**config.mk**
```make
export PLATFORM = sky130hd
export DESIGN_NAME = div_issue_ctrl
export DESIGN_NICKNAME = d
export VERILOG_FILES = /design/src/rtl/div_issue_ctrl.sv
export SDC_FILE = /design/constraint.sdc
export NUM_CORES = 1
export LEC_CHECK = 0
export ABC_AREA = 1
export CELL_PAD_IN_SITES_DETAIL_PLACEMENT = 0
export CELL_PAD_IN_SITES_GLOBAL_PLACEMENT = 2
export CORE_ASPECT_RATIO = 0.8
export CORE_MARGIN = 5
export CORE_UTILIZATION = 35
export DETAILED_ROUTE_END_ITERATION = 7
export GPL_TIMING_DRIVEN = 0
export PLACE_DENSITY_LB_ADDON = 0.15
export SLEW_MARGIN = 40
export SYNTH_ARGS = -nofsm -noshare
export SYNTH_HDL_FRONTEND = slang
export SYNTH_SLANG_ARGS = --single-unit
```
**constraint.sdc**
```tcl
create_clock -name clk -period 3 [get_ports clk]
set_input_delay 0.45 -clock clk [delete_from_list [all_inputs] [get_ports clk]]
set_output_delay 0.45 -clock clk [all_outputs]
set_load 0.05 [all_outputs]
```
**src/rtl/div_issue_ctrl.sv**
```systemverilog
// Issue sequencer and result collector for the fixed-point divider: operand FIFO,
// start/wait/hold control and a watchdog that aborts a divider that never answers.
module div_issue_ctrl #(
    parameter int unsigned W       = 10,
    parameter int unsigned DEPTH   = 4,
    parameter int unsigned TIMEOUT = 32
) (
    input  logic         clk,
    input  logic         rst,
    input  logic         in_valid,
    output logic         in_ready,
    input  logic [W-1:0] in_a,
    input  logic [W-1:0] in_b,
    output logic [W-1:0] div_a,
    output logic [W-1:0] div_b,
    output logic         div_start,
    output logic         div_sclr,
    input  logic         div_busy,
    input  logic         div_valid,
    input  logic [W-1:0] div_q,
    input  logic         div_dvz,
    input  logic         div_ovf,
    output logic         res_valid,
    input  logic         res_ready,
    output logic [W-1:0] res_q,
    output logic         res_dvz,
    output logic         res_ovf,
    output logic         res_err
);
    localparam int unsigned AW = $clog2(DEPTH);
    localparam int unsigned CW = $clog2(TIMEOUT + 1);

    localparam logic [1:0] StIdle  = 2'd0;
    localparam logic [1:0] StIssue = 2'd1;
    localparam logic [1:0] StWait  = 2'd2;
    localparam logic [1:0] StHold  = 2'd3;

    logic [W-1:0]  mem_a_q [DEPTH];
    logic [W-1:0]  mem_b_q [DEPTH];
    logic [AW:0]   wr_ptr_q, wr_ptr_d, rd_ptr_q, rd_ptr_d;
    logic          empty, full_d, push, pop, in_ready_q;
    logic [1:0]    state_q, state_d;
    logic [CW-1:0] cnt_q, cnt_d;
    logic [W-1:0]  div_a_q, div_a_d, div_b_q, div_b_d, res_q_q, res_q_d;
    logic          start_q, start_d, sclr_q, sclr_d;
    logic          res_valid_q, res_valid_d, res_dvz_q, res_dvz_d;
    logic          res_ovf_q, res_ovf_d, res_err_q, res_err_d;

    assign empty    = (wr_ptr_q == rd_ptr_q);
    assign push     = in_valid && in_ready_q;
    assign pop      = (state_q == StIdle) && !empty && !div_busy;
    assign wr_ptr_d = wr_ptr_q + {{AW{1'b0}}, push};
    assign rd_ptr_d = rd_ptr_q + {{AW{1'b0}}, pop};
    // in_ready is registered, so it reflects fullness after this edge's push/pop.
    assign full_d   = (wr_ptr_d[AW] != rd_ptr_d[AW]) &&
                      (wr_ptr_d[AW-1:0] == rd_ptr_d[AW-1:0]);

    always_ff @(posedge clk) begin
        if (push) begin
            mem_a_q[wr_ptr_q[AW-1:0]] <= in_a;
            mem_b_q[wr_ptr_q[AW-1:0]] <= in_b;
        end
    end

    always_comb begin
        state_d     = state_q;
        cnt_d       = cnt_q;
        start_d     = 1'b0;
        sclr_d      = 1'b0;
        div_a_d     = div_a_q;
        div_b_d     = div_b_q;
        res_valid_d = res_valid_q;
        res_q_d     = res_q_q;
        res_dvz_d   = res_dvz_q;
        res_ovf_d   = res_ovf_q;
        res_err_d   = res_err_q;
        case (state_q)
            StIdle: begin
                if (pop) begin
                    div_a_d = mem_a_q[rd_ptr_q[AW-1:0]];
                    div_b_d = mem_b_q[rd_ptr_q[AW-1:0]];
                    start_d = 1'b1;
                    state_d = StIssue;
                end
            end
            StIssue: begin
                cnt_d   = '0;
                state_d = StWait;
            end
            StWait: begin
                // A result arriving on the last allowed cycle beats the watchdog.
                if (div_valid) begin
                    res_q_d     = div_q;
                    res_dvz_d   = div_dvz;
                    res_ovf_d   = div_ovf;
                    res_err_d   = 1'b0;
                    res_valid_d = 1'b1;
                    state_d     = StHold;
                end else if (cnt_q == CW'(TIMEOUT - 1)) begin
                    res_q_d     = '0;
                    res_dvz_d   = 1'b0;
                    res_ovf_d   = 1'b0;
                    res_err_d   = 1'b1;
                    res_valid_d = 1'b1;
                    sclr_d      = 1'b1;
                    state_d     = StHold;
                end else begin
                    cnt_d = cnt_q + CW'(1);
                end
            end
            default: begin
                if (res_ready) begin
                    res_valid_d = 1'b0;
                    state_d     = StIdle;
                end
            end
        endcase
    end

    always_ff @(posedge clk or posedge rst) begin
        if (rst) begin
            wr_ptr_q    <= '0;
            rd_ptr_q    <= '0;
            in_ready_q  <= 1'b0;
            state_q     <= StIdle;
            cnt_q       <= '0;
            start_q     <= 1'b0;
            sclr_q      <= 1'b1;
            div_a_q     <= '0;
            div_b_q     <= '0;
            res_valid_q <= 1'b0;
            res_q_q     <= '0;
            res_dvz_q   <= 1'b0;
            res_ovf_q   <= 1'b0;
            res_err_q   <= 1'b0;
        end else begin
            wr_ptr_q    <= wr_ptr_d;
            rd_ptr_q    <= rd_ptr_d;
            in_ready_q  <= !full_d;
            state_q     <= state_d;
            cnt_q       <= cnt_d;
            start_q     <= start_d;
            sclr_q      <= sclr_d;
            div_a_q     <= div_a_d;
            div_b_q     <= div_b_d;
            res_valid_q <= res_valid_d;
            res_q_q     <= res_q_d;
            res_dvz_q   <= res_dvz_d;
            res_ovf_q   <= res_ovf_d;
            res_err_q   <= res_err_d;
        end
    end

    assign in_ready  = in_ready_q;
    assign div_a     = div_a_q;
    assign div_b     = div_b_q;
    assign div_start = start_q;
    assign div_sclr  = sclr_q;
    assign res_valid = res_valid_q;
    assign res_q     = res_q_q;
    assign res_dvz   = res_dvz_q;
    assign res_ovf   = res_ovf_q;
    assign res_err   = res_err_q;

endmodule

```
==> impl_metrics.py <==
metrics = {
    "status": {
        "outcome": "finished, final reports clean",
    },
    "routing": {
        "via_per_inst": 4.592,
        "dr_total_vias": 3366,
        "ant_nets": 0,
        "wl_per_cell_um": 15.94,
        "routed_wl_um": 11690,
        "drt_first_pass_iters": 5,
        "dr.first_iter.drc_count": 103,
        "drc": 0,
    },
    "sta": {
        "hold_viol": 0,
        "finalSetupViolations": 0,
        "fin_ws_ps": 730.8,
        "fin_crit_ps": 2269,
        "tightest_slew_ps": 613.5,
        "fmax_mhz": 440.7,
        "skew_ps": 10.47,
        "fin_hold_ws_ps": 305.7,
        "period_share": 0.7564,
        "max_slew_margin": 0.5910,
        "drv_slew": 0,
        "rsz0062_at_grt": "no",
    },
    "clock_tree": {
        "clock_path_buffers": 2,
        "clk_pin_slew_ps": 60,
        "cts.repair.resized": 0,
        "cts_setup_buffers": 0,
        "cts_tree": "done",
        "htreeDepth": 4,
        "ctsRootBufferMaster": "clkbuf_16",
        "clk_latency_ps": 420,
        "cts_hold_buf": 0,
        "numCtsBuffers": 17,
        "clock_sinks": 131,
    },
    "pwr": {
        "power.density_nw_per_um2": 1162,
        "vdd_drop_max_mv": 0.5543,
        "p_leak_nw": 2.944,
    },
    "global_routing": {
        "grt_max_degree": 39,
        "grt_util_met2": 0.2238,
        "antenna_found_initial": 0,
        "grt-ovfl-total": 0,
        "gr-usage-met3": 0.04214,
        "grt_first_pass_wirelength_um": 19000,
        "grt_pass1_vias": 3490,
        "grt_use_met1": 0.1847,
        "grtUsageTotal": 0.1419,
        "busiest_layer": "met2",
    },
    "layout": {
        "num_antenna_cells": 0,
        "finalNetCount": 582,
        "design_area_um2": 7014,
        "drive_above_1_share": 0.1384,
        "syn2layout_area_growth_pct": 34.57,
    },
    "critical_path": {
        "endpoint_kind": "flop",
        "worstSetupPathType": "reg -> reg",
        "cp_max_fo": 10,
        "critical_path.cell_chain": "inv_1 -> nand2_1 -> nand2_1 -> nand3_1 -> nand2_2 -> buf_2 -> inv_1 -> ha_1 -> ha_1 -> xor2_1 -> xor2_1 -> nand3_1",
        "rrSetupSlack_ps": 730,
        "r2r-start": "wr_ptr_q[0]",
        "crit_path_top_delay_cell": "dfrtp_1",
        "setup.worst_path.start_class": "flop",
        "cp.required_ps": 3290,
        "reg2regPathDepth": 12,
        "cp.arrival_ps": 2560,
        "reg2reg_to": "in_ready",
        "crit_path_max_incr_delay_ps": 430,
    },
    "placed_design": {
        "placement.io_buffers": 74,
        "dp_hpwl_um": 7900,
        "place.gp.congestion": 0.7365,
        "pre_cts_ws_ps": 530.6,
        "place_area_um2": 6319,
    },
    "flow_run": {
        "cap_violations": 0,
    },
    "yosys": {
        "yosysSeqAreaShare": 0.7060,
        "synth_cell_types": 28,
        "ys_ff_latch": 131,
        "synth_nets": 475,
        "syn_inst": 429,
        "netlist_area_um2": 5212,
        "yosysWarningCount": 0,
        "synth.avg_cell_area_um2": 12.15,
    },
    "floorplanning": {
        "die_area_um2": 17450,
        "rows": 39,
        "die_w_um": 146.4,
        "core_region_area_um2": 14440,
        "die-height_um": 119.2,
        "initial_core_util": 0.3609,
        "pin_count": 75,
    },
    "hold_path": {
        "min_path_type": "in -> async",
    },
}
## per-layer routing
layer	vias to the layer above	share of wire
li1	1682	-
met1	1603	0.48
met3	12	0.039
met5	-	0
met2	69	0.47
met4	0	0.014
## through the flow
| stage | power (mW) | setup TNS [ps] | std cells | utilization |
|---|---|---|---|---|
| floorplan | 4.721 | 0 | 429 | - |
| global placement | 5.710 | -90080 | 687 | 0.4281 |
| detailed placement | 5.803 | 0 | 701 | 0.4375 |
| CTS | 8.261 | 0 | 733 | 0.4856 |
| global route | 8.614 | 0 | 733 | 0.4856 |
| finish | 8.147 | 0 | 733 | 0.4856 |
## power breakdown
part / leakage [nW] / internal [mW] / switching, mW / total [mW]
Sequential: 1.37 / 2.44 / 0.224 / 2.66
Clock: 0.334 / 1.66 / 0.768 / 2.43
Combinational: 1.24 / 1.05 / 2.01 / 3.05
Total: 2.94 / 5.15 / 3.00 / 8.15
## Yosys cell counts
| library cell | n | share of area |
|---|---|---|
| edfxtp_1 | 80 | 0.46 |
| o22ai_1 | 20 | 0.024 |
| nand4_1 | 1 | 0.0012 |
| ha_1 | 8 | 0.019 |
| clkbuf_1 | 6 | 0.0043 |
| buf_4 | 4 | 0.0058 |
| nand2_1 | 130 | 0.094 |
| buf_2 | 6 | 0.0058 |
| o21ai_0 | 25 | 0.024 |
| nand3_1 | 7 | 0.0067 |
| inv_1 | 17 | 0.012 |
| o21ai_1 | 1 | 0.00096 |
| nor3_4 | 1 | 0.0031 |
| nand2_2 | 1 | 0.0012 |
| inv_2 | 6 | 0.0043 |
| xor2_1 | 4 | 0.0067 |
| dfstp_2 | 1 | 0.0050 |
| nand3_2 | 1 | 0.0019 |
| nor2_1 | 25 | 0.018 |
| nor2_2 | 2 | 0.0024 |
| o211ai_1 | 1 | 0.0014 |
| nor2_4 | 2 | 0.0043 |
| dfrtp_1 | 50 | 0.24 |
| mux2i_1 | 20 | 0.038 |
| buf_6 | 1 | 0.0022 |
| o21ai_2 | 1 | 0.0017 |
| xnor2_1 | 4 | 0.0067 |
| nor3_1 | 4 | 0.0038 |
## flip-flops by register name, summed over array words and instances, names as in the netlist, 3 cells and up
register,cells
wr_ptr_q,3
mem_b_q,40
cnt_q,6
div_a,10
rd_ptr_q,3
mem_a_q,40
res_q,10
div_b,10
## cell usage in the layout, fill, tap and decap left out, types with 2 or more instances in the layout
cell	n
buf_2	11
buf_4	10
buf_6	3
bufinv_16	7
clkbuf_1	6
clkbuf_16	17
clkdlybuf4s50_1	74
clkinv_2	2
clkinvlp_4	2
dfrtp_1	50
edfxtp_1	80
ha_1	8
inv_1	16
inv_2	6
mux2i_1	20
nand2_1	130
nand3_1	7
nor2_1	25
nor2_2	2
nor2_4	2
nor3_2	4
o21ai_0	25
o22ai_1	20
xnor2_1	4
xor2_1	4
## how the worst max path moves through the flow
| stage | start | to | slack, ps | depth (start not counted) |
|---|---|---|---|---|
| detailed placement | div_busy | in_ready | 530 | 10 |
| global placement | in_valid | mem_b_q[0][9] | -1190 | 3 |
| global route | state_q[0] | in_ready | 550 | 12 |
| CTS | state_q[0] | in_ready | 690 | 12 |
| finish | wr_ptr_q[0] | in_ready | 730 | 12 |
| floorplan | in_ready | mem_a_q[1][0] | 340 | 2 |
## cells by family (layout without fill, tap and decap cells)
kind of cell    Yosys count  after routing  share of synthesized area
buf+inv                  40            160                    0.03456
xor+xnor                  8              8                    0.01344
fa+ha+maj                 8              8                    0.01920
simple gates            174            174                     0.1363
compound gates           48             48                    0.05209
flops                   131            131                     0.7060
mux                      20             20                    0.03841
## critical path: cells and delay by family, from the launching register on
family                     cells  cell delay [ps]
adders and majority gates      2              390
xor gates and xnor gates       2              370
buffers and inverters          3              510
and+or+nand+nor                5              440
DFF                            1              430
## cell type report
cell class                      instances  area, um^2
Buffer                                 17       93.84
Clock buffer                           18       439.2
Clock inverter                         14       256.5
Fill cell                            1304        7430
Inverter                               23       88.84
Multi-Input combinational cell        258        1373
Sequential cell                       131        3680
Tap cell                              184       230.2
Timing Repair Buffer                   88       853.3
No activity file was read; power rests on OpenSTA's default activity.
